==> src/rtl/vc_arbiter.sv <==
// -----------------------------------------------------------------------------
// vc_arbiter
// Weighted arbiter that drains two upstream virtual-channel FIFOs (VC0, VC1)
// into two destination FIFOs (D0, D1). VC0 is preferred, but VC1 is served
// after VC0_WEIGHT consecutive VC0 grants while VC1 has data waiting. Each
// popped word goes to D1 when word[DEST_BIT] is set, otherwise to D0. The
// push happens exactly one cycle after the pop.
//
// state  | meaning
// -------+------------------------------------------------------------
// IDLE   | nothing popped, nothing in flight
// ACTIVE | a pop was issued or a word is in flight
// STALL  | destination backpressure while a VC still holds data
// ERROR  | a push hit a full destination; sticky until reset
//
// Ports
//   clk, reset                      clock, synchronous active-low reset
//   vc0_empty, vc1_empty            upstream FIFO empty flags
//   vc0_data, vc1_data              upstream read data (valid cycle after pop)
//   d0_full, d0_almost_full,
//   d1_full, d1_almost_full         destination FIFO flags
//   vc0_pop, vc1_pop                upstream read enables
//   d0_push, d1_push                destination write enables
//   d0_data, d1_data                destination write data (0 when no push)
//   state_out                       registered FSM state
//   error_out                       sticky overflow error
// -----------------------------------------------------------------------------
module vc_arbiter #(
    parameter int data_width = 6,
    parameter int DEST_BIT   = 5,
    parameter int VC0_WEIGHT = 4
) (
    input  logic                  clk,
    input  logic                  reset,
    input  logic                  vc0_empty,
    input  logic                  vc1_empty,
    input  logic [data_width-1:0] vc0_data,
    input  logic [data_width-1:0] vc1_data,
    input  logic                  d0_full,
    input  logic                  d0_almost_full,
    input  logic                  d1_full,
    input  logic                  d1_almost_full,
    output logic                  vc0_pop,
    output logic                  vc1_pop,
    output logic                  d0_push,
    output logic                  d1_push,
    output logic [data_width-1:0] d0_data,
    output logic [data_width-1:0] d1_data,
    output logic [1:0]            state_out,
    output logic                  error_out
);

    typedef enum logic [1:0] {
        IDLE   = 2'd0,
        ACTIVE = 2'd1,
        STALL  = 2'd2,
        ERROR  = 2'd3
    } state_t;

    localparam logic [3:0] WEIGHT = 4'(VC0_WEIGHT);

    state_t                r_state;
    state_t                w_state_next;
    logic [3:0]            r_w_cnt;
    logic                  r_inflight_vld;
    logic                  r_inflight_sel;

    logic                  w_bp;
    logic                  w_pop_ok;
    logic                  w_vc0_pop;
    logic                  w_vc1_pop;
    logic                  w_push_ok;
    logic                  w_d0_push;
    logic                  w_d1_push;
    logic [data_width-1:0] w_word;

    assign w_bp = d0_full | d0_almost_full | d1_full | d1_almost_full;

    // The reset term keeps every strobe quiet while reset is held, even
    // before the first reset edge has cleared the registers.
    assign w_pop_ok  = reset && !w_bp && (r_state != ERROR);
    assign w_vc1_pop = w_pop_ok && !vc1_empty && (vc0_empty || (r_w_cnt == WEIGHT));
    assign w_vc0_pop = w_pop_ok && !vc0_empty && !w_vc1_pop;

    // Push depends only on registered grant info and the returned word, never
    // on destination flags: a word already popped must always land.
    assign w_word    = r_inflight_sel ? vc1_data : vc0_data;
    assign w_push_ok = reset && r_inflight_vld && (r_state != ERROR);
    assign w_d1_push = w_push_ok && w_word[DEST_BIT];
    assign w_d0_push = w_push_ok && !w_word[DEST_BIT];

    assign vc0_pop   = w_vc0_pop;
    assign vc1_pop   = w_vc1_pop;
    assign d0_push   = w_d0_push;
    assign d1_push   = w_d1_push;
    assign d0_data   = w_d0_push ? w_word : '0;
    assign d1_data   = w_d1_push ? w_word : '0;
    assign state_out = r_state;
    assign error_out = reset && (r_state == ERROR);

    always_ff @(posedge clk) begin
        if (!reset) begin
            r_state        <= IDLE;
            r_w_cnt        <= 4'd0;
            r_inflight_vld <= 1'b0;
            r_inflight_sel <= 1'b0;
        end else begin
            r_state        <= w_state_next;
            r_inflight_vld <= w_vc0_pop | w_vc1_pop;
            r_inflight_sel <= w_vc1_pop;
            if (w_vc1_pop || vc1_empty) begin
                r_w_cnt <= 4'd0;
            end else if (w_vc0_pop) begin
                r_w_cnt <= r_w_cnt + 4'd1;
            end
        end
    end

    always_comb begin
        w_state_next = IDLE;
        if ((r_state == ERROR) || (w_d0_push && d0_full) || (w_d1_push && d1_full)) begin
            w_state_next = ERROR;
        end else if (w_bp && (!vc0_empty || !vc1_empty)) begin
            w_state_next = STALL;
        end else if (w_vc0_pop || w_vc1_pop || r_inflight_vld) begin
            w_state_next = ACTIVE;
        end
    end

endmodule

==> config.mk <==
export PLATFORM = sky130hd
export DESIGN_NAME = vc_arbiter
export DESIGN_NICKNAME = d
export VERILOG_FILES = /design/src/rtl/vc_arbiter.sv
export SDC_FILE = /design/constraint.sdc
export NUM_CORES = 1
export LEC_CHECK = 0
export CAP_MARGIN = 10
export CORE_MARGIN = 3
export CORE_UTILIZATION = 37
export DETAILED_ROUTE_END_ITERATION = 12
export PLACE_DENSITY = 0.85
export SLEW_MARGIN = 20
export SYNTH_ARGS = -nofsm -noshare
export SYNTH_HDL_FRONTEND = slang
export SYNTH_SLANG_ARGS = --single-unit
==> constraint.sdc <==
create_clock -name clk -period 3.4 [get_ports clk]
set_input_delay 0.68 -clock clk [delete_from_list [all_inputs] [get_ports clk]]
set_output_delay 0.68 -clock clk [all_outputs]
set_load 0.02 [all_outputs]
# Yosys cells after proc, flatten, opt, wreduce, memory -nomap -nowiden
# Cells that the tools add are included.
[totals] output_inout_bits=19 elab_cells=46 in_bits=20 reg_bits=8
[classes] bitwise_logic=5 eq_ne=3 add_sub_neg=1 muxes=6 reduce_logical=27
[op_table] operator="$mux 6" count=3
[op_table] operator="$logic_and 1x1->1" count=14
[op_table] operator="$logic_or 1x1->1" count=7
[op_table] operator="$logic_not 1->1" count=5
[op_table] operator="$add 4x1->4 const B" count=1
[op_table] operator="$eq 4x3->1 const B" count=1
[op_table] operator="$mux 2" count=2
[op_table] operator="$or 1x1->1" count=4
[op_table] operator="$eq 2x2->1 const B" count=1
[op_table] operator="$ne 2x2->1 const B" count=1
[op_table] operator="$reduce_or 2->1" count=1
[op_table] operator="$mux 1" count=1
[op_table] operator="$not 1->1" count=1

# Logic depth before layout (Yosys ltp)
# Gate-level depths: netlist of run 1.
[depth] ltp_word=15 mapped_depth=6 ltp_nobuf=6

# Worst setup path before layout of run 1
# No wires, ideal clock.
[synth_path] path_kind="in2out" start="in d0_full" end="out vc1_pop" n_path_buf=0 cell_stages=3 path_slack_ns=0.982 t_required_ns=2.720 arrival_time_ns=1.738 path_cell_list="nor4_4 -> nand2_1 -> nor3_1"
[synth_via] elab_chain_cells=8
[synth_lines] item="start, declared" line="39" rtl="input logic d0_full,"
[synth_lines] item="$or 1x1->1 (3 in a row)" line="77" rtl="assign w_bp = d0_full | d0_almost_full | d1_full | d1_almost_full;"
[synth_lines] item="$logic_not 1->1" line="81" rtl="assign w_pop_ok = reset && !w_bp && (r_state != ERROR);"
[synth_lines] item="$logic_and 1x1->1 (2 in a row)" line="81"
[synth_lines] item="$logic_and 1x1->1 (2 in a row)" line="82" rtl="assign w_vc1_pop = w_pop_ok && !vc1_empty && (vc0_empty || (r_w_cnt == WEIGHT));"
[synth_lines] item="end, declared" line="44" rtl="output logic vc1_pop,"
# Every way passes these cells.

# Worst setup path after layout of run 1
[layout_path] start="in reset" end="out d0_data[0]"
[layout_via] elab_chain_cells=4
[layout_lines] item="start, declared" line="34" rtl="input logic reset,"
[layout_lines] item="$logic_and 1x1->1 (2 in a row)" line="88" rtl="assign w_push_ok = reset && r_inflight_vld && (r_state != ERROR);"
[layout_lines] item="$logic_and 1x1->1" line="90" rtl="assign w_d0_push = w_push_ok && !w_word[DEST_BIT];"
[layout_lines] item="$mux 6" line="96" rtl="assign d0_data = w_d0_push ? w_word : '0;"
[layout_lines] item="end, declared" line="47" rtl="output logic [data_width-1:0] d0_data,"
# Every way passes these cells.

==> results of run 1 <==
[synth_stat cells, drive strengths merged (2+ instances only)]
cell type  number
nor2           17
a21oi           2
mux2i           7
o21ai           3
ha              2
nand3           2
inv             8
buf             3
nand2           5
dfxtp           8
a31oi           2
nor3            2
[layer usage]
metal | up-vias | routed length (um)
met1 | 295 | 646
met2 | 43 | 803
met4 | 0 | 9
li1 | 327 | -
met5 | - | 0
met3 | 2 | 254
[state kept, by name (all words and copies together), names as in the netlist]
| signal | flops |
|---|---|
| r_w_cnt | 4 |
| r_inflight_sel | 1 |
| r_inflight_vld | 1 |
| state_out | 2 |
[where the power goes]
| part | switching (mW) | internal [mW] |
|---|---|---|
| combinational | 0.0201 | 0.0301 |
| sequential | 0.00179 | 0.0954 |
| clock | 0.0319 | 0.0404 |
| total | 0.0537 | 0.166 |
[critical path, stage by stage]
cell,delay (ns)
clkdlybuf4s50_1,0.48
a21boi_1,0.30
nand3_1,0.26
nor2_1,0.16
clkdlybuf4s50_1,0.62
[worst max-delay path by stage]
stage / startpoint / slack [ns] / cells after the start / endpoint
2_1_floorplan: d0_full / 0.98 / 3 / vc1_pop
4_1_cts: reset / 0.21 / 5 / d0_data[0]
3_5_place_dp: reset / 0.21 / 5 / d0_data[0]
6_report: reset / 0.22 / 5 / d0_data[0]
3_3_place_gp: reset / 0.28 / 5 / d0_data[4]
5_1_grt: reset / 0.07 / 5 / d0_data[0]
[cell type report]
class,instances,area (um^2)
Tap cell,15,18.77
Timing Repair Buffer,39,385.4
Multi-Input combinational cell,55,366.6
Clock buffer,3,22.52
Sequential cell,8,160.2
Fill cell,105,399.1
Inverter,8,30.03
[per-stage QoR]
| stage | setup WS [ns] | hold WS [ns] | area, um^2 | util (%) |
|---|---|---|---|---|
| global placement | 0.2817 | 0.4809 | 960.9 | 69.50 |
| floorplan | 0.9820 | 0.4667 | 576.8 | - |
| global route | 0.06772 | 0.5306 | 983.4 | 71.13 |
| finish | 0.2175 | 0.5079 | 983.4 | 71.13 |
| detailed placement | 0.2082 | 0.4930 | 960.9 | 69.50 |
| CTS | 0.2065 | 0.5108 | 983.4 | 71.13 |
[cell families (layout without fill, tap and decap cells)]
family | Yosys count | after routing | synth area share, %
AO/OA/AOI/OAI | 9 | 9 | 9.327
adder cells (fa/ha/maj) | 2 | 2 | 4.338
XOR/XNOR | 2 | 2 | 3.037
flip-flops | 8 | 8 | 27.77
multiplexers | 8 | 8 | 14.10
other | 1 | 1 | 0.6501
buffers and inverters | 11 | 50 | 8.675
AND/OR/NAND/NOR | 33 | 33 | 32.11
==> metrics.cfg, run 1 <==
[outcome]
status = finished clean

[route]
vias = 667
wl_per_cell_um = 13.39
totalWireLength_um = 1714
drc = 0
firstDrtPassIters = 4
postRouteAntennaNets = 0
vias_per_cell = 5.211
drt_iter0_drc = 5

[logic_synthesis]
synth_edf_count = 0
synthesis.nets = 96
yosysSeqAreaShare_pct = 27.77
yosys_register_bits = 8
synth.top_cell.area_share_pct = 27.77
syn-cell-area_um2 = 576.8
synthTopCellsByArea = dfxtp_1 28%, mux2i_1 12%, nor2_1 11%
synth_flop_cell = dfxtp_1
synth_cell_types = 27
synthCells = 74
async_flop_share_pct = 0
synth_area_per_cell_um2 = 7.795
yosys_warnings = 0
synth_area_leader_cell = dfxtp_1

[global_routing]
top_usage_layer = met2
grt_pass1_wl_um = 2746
met2_usage_pct = 33.15
use_met1_pct = 19.24
grt_max_degree = 7
grt_pass1_vias = 642
use_met3_pct = 7.905
gr-usage-all-layers_pct = 18.48
gr-total-overflow = 0
antenna_found_initial = 0

[timing]
rsz0062_at_grt = false
final-hold-violation-count = 0
setup_viol = 0
min_period_ns = 3.183
tns_ns = 0
fin_skew_ns = 0.004499
maxSlewViolCount = 0
period_share_pct = 93.60
fmax_mhz = 314.2

[die]
die-area_um2 = 2069
die_h_um = 45.49
io_pins = 39
core-area_um2 = 1383
rows = 13
initial_core_util_pct = 41.72
fp.dieW_um = 45.49

[setup_path]
r2r_setup_slack_ns = 1.72
cp.required_ns = 2.72
r2r_cells = 4
worstSetupPathType = in -> out
arrival_ns = 2.50
crit_path_start_kind = input pin
reg2reg_to = state_out[1]
critPathCaptureType = primary output
crit_fanout = 6
r2r_start = r_inflight_sel

[clock_tree]
cts_tree = yes
clockRootBuffer = clkbuf_4
insertion_delay_ns = 0.26
cts.htree.levels = 1
cts_sinks = 8
post_cts_buffers = 0
hold_buffers = 0
clock_path_buffers = 2
clkTransAtPathRegs_ns = 0.05
postCtsResizedCells = 0
numCtsBuffers = 3

[pwr]
ir_drop_v = 0.0001984
powerDensity_nw_per_um2 = 223.4
totalPowerFinal_mw = 0.2197
p_leak_nw = 0.3793

[cells_and_area]
area_growth_pct = 70.50
final_common_cell = clkdlybuf4s50_1
layout_common_cells = 37 x clkdlybuf4s50_1, 17 x nor2_1, 8 x inv_1, 8 x dfxtp_1, 7 x mux2i_1
nNetsFinal = 137
diodes = 0
final_layout_size_suffix_gt1_share_pct = 7.080
stdcell_count = 128

[placed_design]
place_inst = 125
portBuffers = 37
place_congestion = 0.8203
dp_hpwl_um = 1451

[min_path]
hold_end = r_w_cnt[3]
whs_path_depth = 2
hold_path_class = reg -> reg
hp-start = r_w_cnt[3]

[flow_run]
maxCapViolations = 0

Power figures use the tool's default switching activity.
==> inputs of run 2 (changes only) <==
--- a/config.mk
+++ b/config.mk
@@ -10,6 +10,7 @@
 export CORE_UTILIZATION = 37
 export DETAILED_ROUTE_END_ITERATION = 12
 export PLACE_DENSITY = 0.85
+export REMOVE_ABC_BUFFERS = 1
 export SLEW_MARGIN = 20
 export SYNTH_ARGS = -nofsm -noshare
 export SYNTH_HDL_FRONTEND = slang
==> metrics.cfg, run 2 (same netlist as run 1, synthesis figures left out) <==
[clock_tree]
clockRootBuffer = clkbuf_4
numCtsBuffers = 3  ; unchanged
hold_buffers = 0  ; unchanged
insertion_delay_ns = 0.26  ; about the same
cts_tree = yes
cts.htree.levels = 1  ; unchanged
clock_path_buffers = 2  ; unchanged
cts_sinks = 8  ; unchanged
post_cts_buffers = 0  ; unchanged
postCtsResizedCells = 0  ; unchanged
clkTransAtPathRegs_ns = 0.06  ; about the same

[placed_design]
place_ws_ns = 0.1701  ; -0.03807 ns
place_congestion = 0.7766  ; -5.3%
place_area_um2 = 960.9  ; unchanged
portBuffers = 37  ; unchanged
dp_hpwl_um = 1444  ; -0.49%

[route]
vias_per_cell = 5.313  ; +1.9%
wl_per_cell_um = 13.62  ; +1.7%
drc = 0  ; unchanged
firstDrtPassIters = 4  ; unchanged
vias = 680  ; +1.9%
postRouteAntennaNets = 0  ; unchanged
drt_iter0_drc = 12  ; +7
totalWireLength_um = 1743  ; +1.7%

[timing]
rsz0062_at_grt = false
fin_skew_ns = 0.003918  ; -0.0005811 ns
period_share_pct = 95.28  ; +1.7 points
min_period_ns = 3.240  ; +0.05711 ns
maxSlewViolCount = 0  ; unchanged
fmax_mhz = 308.7  ; -1.8%
fin_ws_ns = 0.1604  ; -0.05711 ns
setup_viol = 0  ; unchanged
tns_ns = 0  ; unchanged
final-hold-violation-count = 0  ; unchanged

[pwr]
powerDensity_nw_per_um2 = 226.5  ; +1.4%
p_comb_share_pct = 22.6  ; -0.3 points
p_leak_nw = 0.3793  ; unchanged
clkPwrFrac_pct = 33.9  ; +1.0 points
totalPowerFinal_mw = 0.2227  ; +1.4%
sw_frac_of_total_pct = 25.48  ; +1.0 points
pwr-share-seq_pct = 43.5  ; -0.8 points
p_int_mw = 0.1660  ; about the same
p_sw_mw = 0.05676  ; +5.6%
ir_drop_v = 0.0001286  ; -35%

[die]
die_h_um = 45.49  ; unchanged
initial_core_util_pct = 41.72  ; unchanged
core-area_um2 = 1383  ; unchanged
die-area_um2 = 2069  ; unchanged
io_pins = 39  ; unchanged
rows = 13  ; unchanged
fp.dieW_um = 45.49  ; unchanged

[setup_path]
crit_path_start_kind = input pin
worstSetupPathType = in -> out
crit_fanout = 6  ; unchanged
critPathCaptureType = primary output
cp.required_ns = 2.72  ; about the same
arrival_ns = 2.56  ; +0.06 ns
r2r_setup_slack_ns = 1.66  ; -0.06 ns

[min_path]
hold_path_class = reg -> reg

[outcome]
status = finished clean

[global_routing]
grt_max_degree = 7  ; unchanged
gr-usage-all-layers_pct = 16.96  ; -1.5 points
antenna_found_initial = 0  ; unchanged
grt_pass1_vias = 595  ; -7.3%
gr-total-overflow = 0  ; unchanged
grt_pass1_wl_um = 2566  ; -6.6%

[cells_and_area]
layout_common_cells = 37 x clkdlybuf4s50_1, 17 x nor2_1, 8 x inv_1, 8 x dfxtp_1, 7 x mux2i_1
final_cell_area_um2 = 983.4  ; unchanged
largest_reg_flops = 4  ; unchanged
nNetsFinal = 137  ; unchanged
final_layout_size_suffix_gt1_share_pct = 7.080  ; unchanged
top_register = r_w_cnt
fin_util_pct = 71.13  ; unchanged
diodes = 0  ; unchanged
area_growth_pct = 70.50  ; unchanged
final_common_cell = clkdlybuf4s50_1

[flow_run]
maxCapViolations = 0  ; unchanged

-- run 2: cell counts in the layout (fill, tap and decap cells not counted) --
No cell type changed its count.
-- run 2: worst paths after layout --
| check | startpoint | end | depth (start not counted) |
|---|---|---|---|
| worst max register to register | r_inflight_sel | state_out[1] | 4 |
| worst min-delay path | r_w_cnt[3] | r_w_cnt[3] | 2 |
| worst max-delay path | reset | d0_data[3] | 5 |
| worst min register to register | r_w_cnt[3] | r_w_cnt[3] | 2 |
-- run 2: cell type report --
type | instances | area, um^2
Timing Repair Buffer | 39 | 385.4
Tap cell | 15 | 18.77
Sequential cell | 8 | 160.2
Fill cell | 107 | 399.1
Inverter | 8 | 30.03
Clock buffer | 3 | 22.52
Multi-Input combinational cell | 55 | 366.6
-- run 2: metal layers --
layer  routed length (um)  global-route usage, %  vias up
met5                    0                      0        -
met4                   11                  8.772        0
met3                  254                  3.953        2
met2                  802                  28.69       42
met1                  675                  19.52      307
li1                     -                      -      329
-- run 2: power groups by stage --
stage / registers [mW] / logic (mW) / clock network, mW
finish: 0.0970 / 0.0504 / 0.0754
CTS: 0.0969 / 0.0504 / 0.0779
detailed placement: 0.0990 / 0.0501 / 0
floorplan: 0.100 / 0.0157 / 0
global placement: 0.0989 / 0.0487 / 0
global route: 0.0971 / 0.0541 / 0.0824
-- run 2: through the flow --
step           hold WS, ns  std cells
2_1_floorplan       0.4667         71
3_3_place_gp        0.4852        125
3_5_place_dp        0.5015        125
4_1_cts             0.5099        128
5_1_grt             0.5461        128
6_report            0.5117        128
-- run 2: worst max-delay path, cell delays in order --
cell and delay [ns]:
clkdlybuf4s50_1 0.47, a21boi_1 0.32, nand3_1 0.28, nor2_1 0.18
clkdlybuf4s50_1 0.62
==> inputs of run 3 (changes only) <==
--- a/config.mk
+++ b/config.mk
@@ -8,6 +8,7 @@
 export CAP_MARGIN = 10
 export CORE_MARGIN = 3
 export CORE_UTILIZATION = 37
+export CTS_CLUSTER_SIZE = 40
 export DETAILED_ROUTE_END_ITERATION = 12
 export PLACE_DENSITY = 0.85
 export REMOVE_ABC_BUFFERS = 1
==> results of run 3 <==
The final DEF is identical to that of run 2; final timing and power are the same.
==> RTL edit (settings of run 1) <==
Put a register stage on the output `error_out`, cleared by the reset. The value now appears one clock later. The other outputs are not delayed to match.
--- a/src/rtl/vc_arbiter.sv
+++ b/src/rtl/vc_arbiter.sv
@@ -96,7 +96,13 @@
     assign d0_data   = w_d0_push ? w_word : '0;
     assign d1_data   = w_d1_push ? w_word : '0;
     assign state_out = r_state;
-    assign error_out = reset && (r_state == ERROR);
+    always_ff @(posedge clk) begin
+        if (!reset) begin
+            error_out <= '0;
+        end else begin
+            error_out <= reset && (r_state == ERROR);
+        end
+    end
 
     always_ff @(posedge clk) begin
         if (!reset) begin
Behaviour: not the same (a bounded check fails within 4 cycles, from zero or initial values and one cycle with reset low).
==> RTL edit against run 1 <==
Worst setup slack lost 0.024 ns. Largest power group unchanged. Area after synthesis grew 3.5%. Routed wire length shrank 6.8%. Die area rose by 3.0%. Power increased by 9.3%. Combinational power is 2% lower. Worst hold slack got worse by 0.0064 ns. Count of clock-buffer cells in the layout is 1 higher. Via count down 0.45%. Register-to-register slack barely moved. Sequential cell count grew 1. Final area increased by 2.4%.
==> RTL edit: results (changes against run 1) <==
- Max-Cap Viols: 0 (unchanged)
- Routed wire per std cell: 12.3 um (was 13.4 um)
- DP HPWL: 1.41 mm (was 1.45 mm)
- Iteration-0 DRC Markers: 10 (was 5)
- Post-Synth Adder-Cell Area: 0.0419 (was 0.0434)
- Synth Area in Compound Gates: 0.0901 (was 0.0933)
- Worst Setup SP: d0_full (was reset)
- Vias in the first global route: 607 (was 642)
- Fillers: 121 (was 105)
- Worst slack, placed: 0.181 ns (was 0.208 ns)
- GR Util All Layers: 0.151 (was 0.185)
- Total of warnings raised by yosys: 0 (unchanged)
- Status: finished clean (unchanged)
- RD Place Congestion: 0.837 (was 0.820)
- Skew final: 0.00539 ns (was 0.00450 ns)
- Clk Latency, worst-skew pair: 0.26 ns (about the same)
- XOR/XNOR Fraction of Synth Area: 0.0294 (was 0.0304)
- Nets: 138 (was 137)
- Commonest cells in the netlist: nor2_1, dfxtp_1, inv_1 (unchanged)
- N_diodes: 0 (unchanged)
- Peak supply drop: 0.182 mV (was 0.198 mV)
- Routed via count: 664 (was 667)
- Layout cells sized above 1: 0.0696 (was 0.0708)
- Syn nets: 97 (was 96)
- Post-synthesis mux area share: 0.136 (was 0.141)
- Ys async rst share: 0 (unchanged)
- Critical path arrival: 2.53 ns (was 2.50 ns)
- Crit-path max FO: 3 (was 6)
- Static Leakage: 0.389 nW (was 0.379 nW)
- Htree depth: 1 (unchanged)
- Sequential area share after synthesis: 0.302 (was 0.278)
- First-pass GRT wire length: 2.37 mm (was 2.75 mm)
RTL edit: changes by cell type in the layout (fill, tap and decap cells not counted), sizes merged:
cell	run 1	this run
dfxtp	8	9
clkbuf	3	4
RTL edit: critical path, cell delays in order:
cell             delay, ns
clkdlybuf4s50_1       0.45
nor4_4                0.40
nand2_1               0.15
nor3_1                0.21
clkdlybuf4s50_1       0.64
RTL edit: path summary, 6_finish.rpt:
path	endpoint	slack [ns]	depth (start not counted)
worst max register to register	state_out[1]$_SDFF_PN0_	1.72	4
worst min register to register	r_w_cnt[3]$_SDFFE_PP0P_	0.50	2
worst min-delay path	r_w_cnt[3]$_SDFFE_PP0P_	0.50	2
worst max-delay path	vc1_pop	0.19	5
RTL edit: area by class of cell:
class                      count  area [um^2]  area share
tap                           15         18.8      0.0186
multi-input combinational     55          367       0.364
sequential                     9          180       0.179
timing repair buffer          39          385       0.383
clock buffer                   4         26.3      0.0261
inverter                       8         30.0      0.0298
RTL edit: through the flow:
stage          std cells  instance area (um^2)
5_1_grt              130                  1010
3_3_place_gp         126                   981
3_5_place_dp         126                   981
4_1_cts              130                  1010
2_1_floorplan         75                   597
6_report             130                  1010
RTL edit: power groups by stage:
stage | Combinational, W | Clock (W) | Sequential (W)
after floorplan | 0.0000167 | 0 | 0.000112
after global placement | 0.0000489 | 0 | 0.000111
after detailed placement | 0.0000494 | 0 | 0.000111
after CTS | 0.0000496 | 0.0000854 | 0.000108
after global routing | 0.0000533 | 0.0000885 | 0.000109
final | 0.0000492 | 0.0000824 | 0.000109
RTL edit: layer usage:
layer / GRT usage / vias up / share of wire
met5: 0 / - / 0
met4: 0.0511 / 0 / 0.0088
met3: 0.0469 / 5 / 0.15
met2: 0.272 / 37 / 0.44
met1: 0.165 / 291 / 0.40
li1: - / 331 / -
